### src/rtl/risc_seq_ctrl_pkg.sv
// Shared types and encodings for the multi-cycle RISC sequencing controller.
// Flags, states, opcodes and ALU operation codes.
package gP;

  typedef enum logic [2:0] {
    S_IDLE   = 3'd0,
    S_FETCH  = 3'd1,
    S_DECODE = 3'd2,
    S_EXEC   = 3'd3,
    S_MEM    = 3'd4,
    S_WB     = 3'd5,
    S_HALT   = 3'd6
  } state_e;

  typedef struct packed {
    logic       reg_dst;
    logic       alu_src;
    logic       m2r;
    logic       reg_write;
    logic       mem_read;
    logic       mem_write;
    logic       beq;
    logic       bne;
    logic [1:0] alu_op;
    logic       jmp;
  } ctl_flags_t;

  localparam logic [3:0] OP_LDR = 4'b0000;
  localparam logic [3:0] OP_STR = 4'b0001;
  localparam logic [3:0] OP_ADD = 4'b0010;
  localparam logic [3:0] OP_SUB = 4'b0011;
  localparam logic [3:0] OP_INV = 4'b0100;
  localparam logic [3:0] OP_LSL = 4'b0101;
  localparam logic [3:0] OP_LSR = 4'b0110;
  localparam logic [3:0] OP_AND = 4'b0111;
  localparam logic [3:0] OP_OR  = 4'b1000;
  localparam logic [3:0] OP_SLT = 4'b1001;
  localparam logic [3:0] OP_HMD = 4'b1010;
  localparam logic [3:0] OP_BEQ = 4'b1011;
  localparam logic [3:0] OP_BNE = 4'b1100;
  localparam logic [3:0] OP_JMP = 4'b1101;

  localparam logic [1:0] ALUOP_DATA = 2'b00;
  localparam logic [1:0] ALUOP_BR   = 2'b01;
  localparam logic [1:0] ALUOP_MEM  = 2'b10;

  localparam logic [3:0] ALU_ADD = 4'b0000;
  localparam logic [3:0] ALU_SUB = 4'b0001;
  localparam logic [3:0] ALU_INV = 4'b0010;
  localparam logic [3:0] ALU_LSL = 4'b0011;
  localparam logic [3:0] ALU_LSR = 4'b0100;
  localparam logic [3:0] ALU_AND = 4'b0101;
  localparam logic [3:0] ALU_OR  = 4'b0110;
  localparam logic [3:0] ALU_SLT = 4'b0111;
  localparam logic [3:0] ALU_HMD = 4'b1000;

  function automatic logic is_data(input logic [3:0] op);
    return (op >= OP_ADD) && (op <= OP_HMD);
  endfunction

  function automatic logic is_illegal(input logic [3:0] op);
    return op[3:1] == 3'b111;
  endfunction

endpackage

### src/rtl/risc_seq_ctrl_alu_decode.sv
// Combinational ALU control: {alu_op, opcode} -> alu_cnt, zero latency.
// Memory class always adds, branches subtract, data ops select by opcode.
module risc_alu_decode
  import gP::*;
(
  input  logic [1:0] alu_op,
  input  logic [3:0] opcode,
  output logic [3:0] alu_cnt
);

  always_comb begin
    alu_cnt = ALU_ADD;
    case (alu_op)
      ALUOP_MEM: alu_cnt = ALU_ADD;
      ALUOP_BR:  alu_cnt = ALU_SUB;
      ALUOP_DATA: begin
        case (opcode)
          OP_ADD:  alu_cnt = ALU_ADD;
          OP_SUB:  alu_cnt = ALU_SUB;
          OP_INV:  alu_cnt = ALU_INV;
          OP_LSL:  alu_cnt = ALU_LSL;
          OP_LSR:  alu_cnt = ALU_LSR;
          OP_AND:  alu_cnt = ALU_AND;
          OP_OR:   alu_cnt = ALU_OR;
          OP_SLT:  alu_cnt = ALU_SLT;
          OP_HMD:  alu_cnt = ALU_HMD;
          default: alu_cnt = ALU_ADD;
        endcase
      end
      default: alu_cnt = ALU_ADD;
    endcase
  end

endmodule

### src/rtl/risc_seq_ctrl.sv
// Multi-cycle FETCH/DECODE/EXEC/MEM/WB sequencer for the 16-bit RISC datapath.
// Outputs decode from registered state; memory waits stretch FETCH/MEM via mem_ack.
module risc_seq_ctrl
  import gP::*;
#(
  parameter int WIDTH = 16
) (
  input  logic             clk,
  input  logic             rst_n,
  input  logic             start,
  input  logic             stop,
  input  logic [3:0]       opcode,
  input  logic             alu_zero,
  input  logic             mem_ack,
  output ctl_flags_t       ctl,
  output logic [3:0]       alu_cnt,
  output logic             i_or_d,
  output logic             ir_write,
  output logic             pc_write,
  output logic [1:0]       pc_src,
  output logic             busy,
  output logic             illegal,
  output logic [WIDTH-1:0] retired
);

  // Assert is immediate through the flop clears; release takes two edges.
  logic [1:0] rst_sync_q;
  logic       core_rst_n;

  always_ff @(posedge clk or negedge rst_n) begin
    if (!rst_n) rst_sync_q <= 2'b00;
    else        rst_sync_q <= {rst_sync_q[0], 1'b1};
  end

  assign core_rst_n = rst_sync_q[1];

  state_e           state_q, state_d;
  logic             illegal_q, illegal_d;
  logic [WIDTH-1:0] retired_q, retired_d;
  logic             complete;
  logic             is_beq, is_bne;
  logic [3:0]       dec_cnt;

  always_ff @(posedge clk or negedge core_rst_n) begin
    if (!core_rst_n) begin
      state_q   <= S_IDLE;
      illegal_q <= 1'b0;
      retired_q <= '0;
    end else begin
      state_q   <= state_d;
      illegal_q <= illegal_d;
      retired_q <= retired_d;
    end
  end

  always_comb begin
    state_d   = state_q;
    illegal_d = illegal_q;
    ctl       = '0;
    i_or_d    = 1'b0;
    ir_write  = 1'b0;
    pc_write  = 1'b0;
    pc_src    = 2'b00;
    complete  = 1'b0;
    is_beq    = (opcode == OP_BEQ);
    is_bne    = (opcode == OP_BNE);
    case (state_q)
      S_IDLE: if (start) state_d = S_FETCH;
      S_FETCH: begin
        ctl.mem_read = 1'b1;
        if (mem_ack) begin
          ir_write = 1'b1;
          pc_write = 1'b1;
          state_d  = S_DECODE;
        end
      end
      S_DECODE: begin
        if (is_illegal(opcode)) begin
          illegal_d = 1'b1;
          state_d   = S_HALT;
        end else begin
          state_d = S_EXEC;
        end
      end
      S_EXEC: begin
        if (is_data(opcode)) begin
          ctl.alu_op  = ALUOP_DATA;
          ctl.reg_dst = 1'b1;
          state_d     = S_WB;
        end else if (opcode == OP_LDR || opcode == OP_STR) begin
          ctl.alu_op  = ALUOP_MEM;
          ctl.alu_src = 1'b1;
          state_d     = S_MEM;
        end else if (is_beq || is_bne) begin
          ctl.alu_op = ALUOP_BR;
          ctl.beq    = is_beq;
          ctl.bne    = is_bne;
          pc_write   = (is_beq & alu_zero) | (is_bne & ~alu_zero);
          pc_src     = 2'b01;
          complete   = 1'b1;
        end else begin
          ctl.jmp  = 1'b1;
          pc_write = 1'b1;
          pc_src   = 2'b10;
          complete = 1'b1;
        end
      end
      S_MEM: begin
        i_or_d = 1'b1;
        if (opcode == OP_STR) ctl.mem_write = 1'b1;
        else                  ctl.mem_read  = 1'b1;
        if (mem_ack) begin
          if (opcode == OP_STR) complete = 1'b1;
          else                  state_d  = S_WB;
        end
      end
      S_WB: begin
        ctl.reg_write = 1'b1;
        if (opcode == OP_LDR) ctl.m2r     = 1'b1;
        else                  ctl.reg_dst = 1'b1;
        complete = 1'b1;
      end
      S_HALT: state_d = S_HALT;
      default: state_d = S_IDLE;
    endcase
    if (complete) state_d = stop ? S_IDLE : S_FETCH;
    retired_d = retired_q + {{(WIDTH-1){1'b0}}, complete};
  end

  risc_alu_decode u_alu_decode (
    .alu_op  (ctl.alu_op),
    .opcode  (opcode),
    .alu_cnt (dec_cnt)
  );

  // Data ops carry alu_op=00 outside EXEC too, so the code is masked there.
  assign alu_cnt = (state_q == S_EXEC) ? dec_cnt : ALU_ADD;
  assign busy    = (state_q != S_IDLE) && (state_q != S_HALT);
  assign illegal = illegal_q;
  assign retired = retired_q;

endmodule
### config.mk
export PLATFORM = sky130hd
export DESIGN_NAME = risc_seq_ctrl
export DESIGN_NICKNAME = d
export VERILOG_FILES = /design/src/rtl/risc_seq_ctrl_pkg.sv /design/src/rtl/risc_seq_ctrl_alu_decode.sv /design/src/rtl/risc_seq_ctrl.sv
export SDC_FILE = /design/constraint.sdc
export NUM_CORES = 1
export LEC_CHECK = 0
export CORE_UTILIZATION = 40
export DETAILED_ROUTE_END_ITERATION = 7
export PLACE_DENSITY_LB_ADDON = 0.08
export SYNTH_ARGS = -nofsm -noshare
export SYNTH_HDL_FRONTEND = slang
export SYNTH_SLANG_ARGS = --single-unit
### constraint.sdc
create_clock -name clk -period 1.6 [get_ports clk]
set_input_delay 0.32 -clock clk [delete_from_list [all_inputs] [get_ports clk]]
set_output_delay 0.32 -clock clk [all_outputs]
set_load 0.05 [all_outputs]
==> impl_metrics.yaml <==
routing:
  viasPerCell: 5.80
  num_vias: 1577
  wl_per_cell_um: 21.5
  antenna_left: 0
  drcViolationCount: 0
  first_pass_iters: 4
  wirelength_um: 5850
  drt_iter0_markers: 87
grt:
  grt_pass1_vias: 1514
  grtUsageTotal_pct: 28.0
  grt_use_met1_pct: 33.4
  grt_pass1_wl_um: 7220
  grtUsageMet2_pct: 46.2
  grt_overflow: 0
  grt_max_degree: 21
  antenna_found_initial: 0
  grt.busiest_layer: "met2"
  met3_usage_pct: 5.90
logic_synthesis:
  yosysTopAreaCellShare_pct: 41.7
  synth_common_cells: "22 x dfrtp_1, 15 x nor2_1, 12 x nand2_1"
  syn-num-nets: 160
  synth_area_leaders: "dfrtp_1 42%, xnor2_1 6.6%, nor2_1 4.3%, nand2_1 3.4%, xor2_1 3.3%"
  synthDistinctLibCells: 41
  ys_seq_area_share_pct: 41.7
  yosysTopAreaCell: "dfrtp_1"
  synth_most_common_cell: "dfrtp_1"
  yosysWarnings: 0
  syn_area_mm2: 0.00132
  synth_edf_count: 0
  synth_top_flop_cell: "dfrtp_1"
  ys_async_sr_fraction_pct: 100
  ys_seq_elements: 22
  syn_inst: 148
  syn_avg_cell_area_um2: 8.91
worst_setup_path:
  arrival_ns: 2.32
  critPathMaxStageDelay_ns: 0.43
  start_kind: "register"
  cp_slowest_cell: "dfrtp_1"
  critPathTopFamily: "simple AND/OR/NAND/NOR gates"
  crit_buf_inv: 1
  worst_setup_path_end_kind: "register"
  path_cells: "buf_6 -> nand3b_1 -> a2bb2oi_4 -> nand2_2 -> ha_4 -> nand4_1 -> nor3_2 -> xor2_1"
  cp.required_ns: 1.81
  path_class: "reg2reg"
  cp_max_fo: 5
placed_design:
  place_congestion: 0.835
  portBuffers: 47
  place_hpwl_um: 2780
timing:
  final.setup_skew_ns: 0.00611
  tns_ns: -10.45
  slew_violations: 0
  slew_headroom_pct: 53.0
  finalSetupViolations: 37
  grt_setup_unrepaired: "yes"
  period_share_pct: 131
  hold_viol: 0
  fmax_ghz: 0.476
  setup_ws_ns: -0.501
  tightestPinTransition_ns: 0.687
  period_needed_ns: 2.10
power:
  ir_worst_vdd_v: 0.00145
  total_leakage_power_nw: 1.29
  finalPower_mw: 3.93
  powerDensity_mw_per_mm2: 1370
clocking:
  clock-sinks: 22
  insertion_delay_ns: 0.30
  htree_levels: 1
  clkTransAtPathRegs_ns: 0.12
  clockBufferDepth: 2
  cts_tree: "built"
  ctsHoldBuffers: 0
  cts_root_buffer: "clkbuf_4"
  numCtsBuffers: 3
layout:
  finalNetCount: 242
  drive_gt1_share_pct: 62.7
  antenna_cells: 0
  final_util_pct: 92.6
  area_growth_pct: 118
min_path:
  hold_class: "in2async"
flow_run:
  cap_violations: 0
run_status:
  outcome: "finished with violations"
  violations: "setup timing"
floorplan:
  die_w_um: 59.4
  die_area_mm2: 0.00353
  core_mm2: 0.00310
  initial_core_util_pct: 42.5
  row_count: 20
  io_pins: 48
  die_y_um: 59.4
-- state kept, by name, indices dropped and copies added (netlist names) --
register    count
retired        16
state_q         3
rst_sync_q      2
illegal         1
-- power by group --
part	switching (mW)	leakage [nW]	internal, mW
registers	0.146	0.280	0.656
clock network	0.159	0.0138	0.0877
logic	1.56	0.993	1.32
total	1.86	1.29	2.07
-- per-layer routing --
layer | vias up | part of all wire [%]
met5 | - | 0
met4 | 0 | 5.5
met3 | 34 | 7.0
met2 | 102 | 50
met1 | 775 | 37
li1 | 666 | -
-- per-stage QoR --
stage	cells	cell area, um^2	hold WS (ns)	worst slack (ns)
floorplan	148	1490	0.0244	-0.461
global placement	254	2430	0.200	-0.790
detailed placement	254	2430	0.207	-0.846
CTS	267	2710	0.165	-0.308
global route	272	2870	0.167	-0.533
finish	272	2870	0.174	-0.501
-- what timing repair did --
item                                   in CTS  in global routing
buffers inserted                           10                  6
endpoints found under the hold margin       0                  0
resized for setup                          67                 23
pin swaps                                  22                 19
setup endpoints to repair                  38                 37
-- worst register-to-register path: stages, from the launching register on --
cell       delay [ns]
dfrtp_1          0.43
buf_6            0.14
nand3b_1         0.23
a2bb2oi_4        0.20
nand2_2          0.08
ha_4             0.16
nand4_1          0.27
nor3_2           0.29
xor2_1           0.24
-- worst paths after layout --
path                                from            end  slack, ns  cells past startpoint
min in group clk           rst_sync_q[0]  rst_sync_q[1]       0.38                      0
hold / removal                     rst_n  rst_sync_q[1]       0.17                      1
setup reg to reg              state_q[1]    retired[15]      -0.50                      8
setup / recovery              state_q[1]    retired[15]      -0.50                      8
max in group asynchronous  rst_sync_q[1]     retired[6]       1.15                      1
hold reg to reg            rst_sync_q[1]     retired[7]       0.24                      1
-- final cells by class --
| type | instances | area [um^2] |
|---|---|---|
| tap | 44 | 55.1 |
| multi-input combinational | 110 | 1070 |
| sequential | 22 | 551 |
| timing repair buffer | 88 | 1150 |
| fill | 112 | 230 |
| clock buffer | 3 | 22.5 |
| inverter | 5 | 26.3 |
-- kinds of logic (layout without fill, tap and decap cells) --
group	after synthesis	count (layout)	synth area share, %
AO/OA/AOI/OAI	23	23	11.8
XOR/XNOR	15	15	9.96
adder cells (fa/ha/maj)	2	2	1.90
buffers and inverters	16	96	5.98
flip-flops	22	22	41.7
multiplexers	1	1	0.854
other	1	1	0.284
AND/OR/NAND/NOR	68	68	27.5
-- layout by cell type, fill, tap and decap left out, types with 3 or more instances in the layout --
master and instances:
dfrtp_1 22, o21ai_0 3, a21oi_1 3, clkdlybuf4s50_1 5, nand3_2 3, nor2_4 5, nand2_2 4, nand4_1 4
nand2_4 5, nor2_1 8, and3_4 3, xnor2_1 6, buf_6 19, buf_12 33, nor3_4 5, xnor2_2 4
clkbuf_4 3, nand3_4 3, buf_4 29, nand2_1 3, xor2_1 5
Note: power is estimated with default switching activity, not from simulation.
